$ cat src/rtl/fft_pkg.sv
// Shared FFT datapath types and defaults used by the twiddle multiplier scheduling logic.
package fft_pkg;

  localparam int unsigned DATA_W            = 16;
  localparam int unsigned CMULT_LAT_DEFAULT = 1;

  typedef struct packed {
    logic [DATA_W-1:0] re;
    logic [DATA_W-1:0] im;
  } cplx_t;

  typedef struct packed {
    cplx_t a;
    cplx_t b;
  } cmult_ops_t;

endpackage

$ cat src/rtl/rr_arb2.sv
// Two-way round-robin grant with a pointer that only moves on contested grants.
module rr_arb2 (
  input  logic       clk,
  input  logic       rst_n,
  input  logic       flush,
  input  logic [1:0] req_valid,
  output logic [1:0] grant_c
);

  logic rr;

  // At most one grant; nothing is granted while flushing or held in reset
  always_comb begin
    grant_c = 2'b00;
    if (rst_n && !flush) begin
      case (req_valid)
        2'b01:   grant_c = 2'b01;
        2'b10:   grant_c = 2'b10;
        2'b11:   grant_c = rr ? 2'b10 : 2'b01;
        default: grant_c = 2'b00;
      endcase
    end
  end

  always_ff @(posedge clk or negedge rst_n) begin
    if (!rst_n) begin
      rr <= 1'b0;
    end else if (!flush && (&req_valid)) begin
      rr <= ~rr;
    end
  end

endmodule

$ cat src/rtl/cmult_arbiter.sv
// Shares one pipelined complex multiplier between two requesters and routes results back by owner.
// Optional per-requester grant counters are enabled with CMULT_ARB_STATS_EN.
module cmult_arbiter
  import fft_pkg::*;
#(
  parameter int unsigned MULT_LAT = CMULT_LAT_DEFAULT,
  parameter int unsigned DATA_W   = fft_pkg::DATA_W
) (
  input  logic                       clk,
  input  logic                       rst_n,
  input  logic                       flush,
  input  logic [1:0]                 req_valid,
  output logic [1:0]                 req_ready,
  input  logic [1:0][4*DATA_W-1:0]   req_ops,
  output logic [DATA_W-1:0]          m_a_r,
  output logic [DATA_W-1:0]          m_a_i,
  output logic [DATA_W-1:0]          m_b_r,
  output logic [DATA_W-1:0]          m_b_i,
  input  logic [DATA_W-1:0]          mr_r,
  input  logic [DATA_W-1:0]          mr_i,
  output logic [1:0]                 res_valid,
  output logic [DATA_W-1:0]          res_r,
  output logic [DATA_W-1:0]          res_i,
  output logic                       busy
`ifdef CMULT_ARB_STATS_EN
  ,
  output logic [1:0][15:0]           grant_cnt
`endif
);

  localparam int unsigned OPS_W  = 4 * DATA_W;
  localparam int unsigned SR_LEN = MULT_LAT + 1;

  logic [1:0]        grant_c;
  logic              xfer_c;
  logic              gnt_idx_c;
  logic [OPS_W-1:0]  ops_sel_c;

  logic [SR_LEN-1:0] sr_vld;
  logic [SR_LEN-1:0] sr_own;
  logic [SR_LEN-1:0] sr_vld_nxt_c;
  logic [SR_LEN-1:0] sr_own_nxt_c;
  logic              res_fire_c;
  logic [1:0]        res_valid_nxt_c;
  logic              busy_nxt_c;

  rr_arb2 u_arb (
    .clk       (clk),
    .rst_n     (rst_n),
    .flush     (flush),
    .req_valid (req_valid),
    .grant_c   (grant_c)
  );

  assign req_ready = grant_c;
  assign xfer_c    = |grant_c;
  assign gnt_idx_c = grant_c[1];
  assign ops_sel_c = req_ops[gnt_idx_c];

  // Operand stage feeding the external multiplier
  always_ff @(posedge clk or negedge rst_n) begin
    if (!rst_n) begin
      {m_a_r, m_a_i, m_b_r, m_b_i} <= '0;
    end else if (xfer_c) begin
      {m_a_r, m_a_i, m_b_r, m_b_i} <= ops_sel_c;
    end
  end

  // Owner tags ride alongside the multiplier pipe; the last entry lines up with mr_*
  always_comb begin
    sr_vld_nxt_c    = {sr_vld[SR_LEN-2:0], xfer_c};
    sr_own_nxt_c    = {sr_own[SR_LEN-2:0], gnt_idx_c};
    res_fire_c      = sr_vld[SR_LEN-1] && !flush;
    res_valid_nxt_c = 2'b00;
    if (flush) begin
      sr_vld_nxt_c = '0;
    end
    if (res_fire_c) begin
      res_valid_nxt_c = sr_own[SR_LEN-1] ? 2'b10 : 2'b01;
    end
    busy_nxt_c = (|sr_vld_nxt_c) || (|res_valid_nxt_c);
  end

  always_ff @(posedge clk or negedge rst_n) begin
    if (!rst_n) begin
      sr_vld    <= '0;
      sr_own    <= '0;
      res_valid <= 2'b00;
      busy      <= 1'b0;
    end else begin
      sr_vld    <= sr_vld_nxt_c;
      sr_own    <= sr_own_nxt_c;
      res_valid <= res_valid_nxt_c;
      busy      <= busy_nxt_c;
    end
  end

  always_ff @(posedge clk or negedge rst_n) begin
    if (!rst_n) begin
      res_r <= '0;
      res_i <= '0;
    end else if (res_fire_c) begin
      res_r <= mr_r;
      res_i <= mr_i;
    end
  end

`ifdef CMULT_ARB_STATS_EN
  // Saturating grant counters; only a hard reset clears them
  always_ff @(posedge clk or negedge rst_n) begin
    if (!rst_n) begin
      grant_cnt <= '0;
    end else begin
      for (int k = 0; k < 2; k++) begin
        if (grant_c[k] && (grant_cnt[k] != 16'hFFFF)) begin
          grant_cnt[k] <= grant_cnt[k] + 16'd1;
        end
      end
    end
  end
`endif

endmodule

$ cat config.mk
export PLATFORM = sky130hd
export DESIGN_NAME = cmult_arbiter
export DESIGN_NICKNAME = d
export VERILOG_FILES = /design/src/rtl/fft_pkg.sv /design/src/rtl/rr_arb2.sv /design/src/rtl/cmult_arbiter.sv
export SDC_FILE = /design/constraint.sdc
export NUM_CORES = 1
export LEC_CHECK = 0
export ABC_AREA = 0
export CORE_ASPECT_RATIO = 1.2
export CORE_MARGIN = 1
export CORE_UTILIZATION = 43
export CTS_CLUSTER_DIAMETER = 150
export CTS_CLUSTER_SIZE = 24
export DETAILED_ROUTE_END_ITERATION = 10
export GPL_TIMING_DRIVEN = 0
export PLACE_DENSITY = 0.95
export SYNTH_ARGS = -nofsm -noshare
export SYNTH_HDL_FRONTEND = slang
export SYNTH_SLANG_ARGS = --single-unit
$ cat constraint.sdc
create_clock -name clk -period 2.4 [get_ports clk]
set_input_delay 0.24 -clock clk [delete_from_list [all_inputs] [get_ports clk]]
set_output_delay 0.24 -clock clk [all_outputs]
set_load 0.01 [all_outputs]
==> results of run 1 <==
[cells in the final DEF, fill, tap and decap left out, types with 5 or more instances in the layout]
master | synthesis | layout
buf_6 | 8 | 8
buf_2 | 27 | 27
buf_4 | 3 | 5
clkbuf_1 | 13 | 15
a221o_1 | 64 | 64
nor3b_1 | 63 | 63
dfrtp_1 | 104 | 104
and4_1 | 63 | 63
mux2_2 | 32 | 32
clkbuf_16 | 0 | 9
clkdlybuf4s50_1 | 0 | 264
[worst max-delay path, stage by stage]
cell             delay [ns]
clkdlybuf4s50_1        0.54
nor2b_4                0.20
buf_6                  0.18
nand3_4                0.10
inv_1                  0.13
clkdlybuf4s50_1        0.55
[path summary, 6_finish.rpt]
check	start	to	slack [ns]	depth (start not counted)
setup / recovery	flush	req_ready[1]	0.21	6
hold / removal	sr_own[0]$_DFF_PN0_	sr_own[1]$_DFF_PN0_	0.37	0
setup reg to reg	u_arb.rr$_DFFE_PN0P_	m_b_i[10]$_DFFE_PN0P_	0.81	6
hold reg to reg	sr_own[0]$_DFF_PN0_	sr_own[1]$_DFF_PN0_	0.37	0
max in group asynchronous	rst_n	m_a_i[2]$_DFFE_PN0P_	1.61	3
min in group asynchronous	rst_n	res_i[12]$_DFFE_PN0N_	0.54	4
[through the flow]
step	hold slack, ns	instances
6_report	0.372	846
4_1_cts	0.379	843
3_3_place_gp	0.342	819
5_1_grt	0.380	846
3_5_place_dp	0.261	820
2_1_floorplan	-0.0556	397
[kinds of logic (layout without fill, tap and decap cells)]
logic type	Yosys count	count (layout)	share of synthesized area, %
flops	104	104	51.4
other cells	0	1	0
buf+inv	54	345	6.08
mux	32	32	7.12
xor+xnor	1	1	0.173
compound gates	67	67	13.1
simple gates	139	139	22.1
[state kept, by name, indices dropped and copies added (netlist names), 2 cells and up]
name,flops
m_a_i,16
m_a_r,16
m_b_i,16
m_b_r,16
res_i,16
res_r,16
res_valid,2
sr_own,2
sr_vld,2
[power groups by stage]
stage / Clock (mW) / Combinational, mW / Sequential [mW]
after floorplan: 0 / 0.599 / 2.52
final: 1.48 / 2.07 / 2.38
after CTS: 1.50 / 2.06 / 2.36
after global placement: 0 / 1.96 / 2.37
after global routing: 1.57 / 2.19 / 2.41
after detailed placement: 0 / 2.02 / 2.39
[per-layer routing]
metal	wire length, um	GRT usage (%)	vias to the layer above
met5	0	0	-
met4	809	15.8	0
met3	1700	8.67	61
met2	9520	53.3	319
met1	6790	33.9	2474
li1	-	-	2153
[layout make-up]
cell class	instances	area share, %
repair buffers	275	33.7
flip-flops and latches	104	31.0
multi-input cells	239	25.6
plain buffers	51	3.54
clock buffers	11	2.78
well taps	157	2.34
clock inverters	5	0.776
inverters	3	0.134
diodes	1	0.0298
[Yosys cell counts, types with 2 or more instances]
library cell,count
a221o_1,64
and4_1,63
buf_4,3
buf_2,27
nor3b_1,63
buf_6,8
nand2_1,2
nand2b_1,3
clkbuf_1,13
mux2_2,32
inv_1,3
nor2_1,2
dfrtp_1,104
[what timing repair did]
item / CTS / global route
hold buffers: 6 / 0
endpoints found under the hold margin: 39 / 0
setup buffers: 0 / 2
endpoints found under the setup margin: 2 / 1
gates resized for setup: 3 / 0
cloned: 1 / 0
==> flow_metrics.tcl, run 1 <==
set metrics [dict create \
    switching_power_mw 1.71 \
    grt_pass1_wl_um 28200 \
    status "finished, final reports clean" \
    num-fill-cells 796 \
    layout-drive-gt1-share_pct 14.0 \
    worstSetupStartpointType "input pin" \
    cp_max_fo 10 \
    io_buffers 265 \
    syn_nets 562 \
    drc 0 \
    seqPwrFrac_pct 40.1 \
    critPathCaptureType "output pin" \
    grt_usage_pct 30.7 \
    max_slew_margin_pct 61.2 \
    crit_type "input pin to output pin" \
    multi_input_area_um2 2150 \
    rsz0062_at_grt "no" \
    p_total_mw 5.93 \
    async_flop_share_pct 100 \
    synth.avg_cell_area_um2 12.7 \
    clockPowerShare_pct 25.0 \
    clock_sinks 104 \
    insertion_delay_ns 0.34 \
    wire_per_inst_um 22.2 \
    synth-seq-cells 104 \
    synth_cells 397 \
    leakage_nw 3.40 \
    crit_arrival_ns 1.95 \
    netSwitchingFraction_pct 28.8 \
    period_minus_slack_ns 2.19 \
    die_x_um 101 \
    dpl.hpwl_um 13200 \
    postLayoutCellArea_um2 8380 \
    initial_core_util_pct 43.9 \
    antenna_found_initial 1 \
    numCtsBuffers 9 \
    ys_top_cells_by_area "dfrtp_1 51%, a221o_1 13%, and4_1 11%" \
    period_share_pct 91.2 \
    synth_flop_cell "dfrtp_1" \
    drtPass1Iterations 7 \
    root_buffer "clkbuf_16" \
    place_congestion 0.854 \
    grt.overflow.total 0 \
    p_int_mw 4.22 \
    die_area_um2 12200 \
    fin_setup_tns_ns 0 \
    worst_pin_slew_ns 0.582 \
    post_dp_cell_area_um2 7930 \
    synth_edf_count 0 \
    ant_nets 0 \
    power.density_nw_per_um2 707 \
    grt_pass1_vias 5232 \
    synth_top_cell_by_area "dfrtp_1" \
    grt_max_degree 40 \
    ys_warn_count 0 \
    place_ws_ns -0.359 \
    vias 5007 \
    nets 848 \
    utilization_pct 72.8 \
    required_ns 2.16 \
    area_growth_pct 65.7 \
    htreeDepth 3 \
    cap_violations 0 \
    fmax_ghz 0.457 \
    core_um2 11500 \
    synth_top_area_share_pct 51.4 \
    vias_per_cell 5.92 \
    yosysUniqueCellTypes 23 \
    hp-class "flop to flop" \
    drv_slew 0 \
    tritoncts "done" \
    rows 43 \
    fin_skew_ns 0.0119 \
    die_h_um 121 \
    clk_path_buf_depth 2 \
    drtIter0Drc 231 \
    clk_pin_slew_ns 0.07 \
    combPwrFrac_pct 34.9 \
    max-vdd-ir-drop_mv 0.369 \
    syn_area_um2 5060 \
    setup_viol 0 \
    setup_slack_ns 0.210 \
    seq_area_um2 2600 \
    yosysSeqAreaShare_pct 51.4 \
    wirelength_um 18800 \
    ios 266 \
    hold_viol_final 0 \
]
No activity file was read; power rests on OpenSTA's default activity.
==> run 2, diff against run 1 <==
--- a/config.mk
+++ b/config.mk
@@ -10,7 +10,7 @@
 export CORE_MARGIN = 1
 export CORE_UTILIZATION = 43
 export CTS_CLUSTER_DIAMETER = 150
-export CTS_CLUSTER_SIZE = 24
+export CTS_CLUSTER_SIZE = 20
 export DETAILED_ROUTE_END_ITERATION = 10
 export GPL_TIMING_DRIVEN = 0
 export PLACE_DENSITY = 0.95
==> results of run 2 <==
Final layout, timing and power as in run 1 (identical DEF).
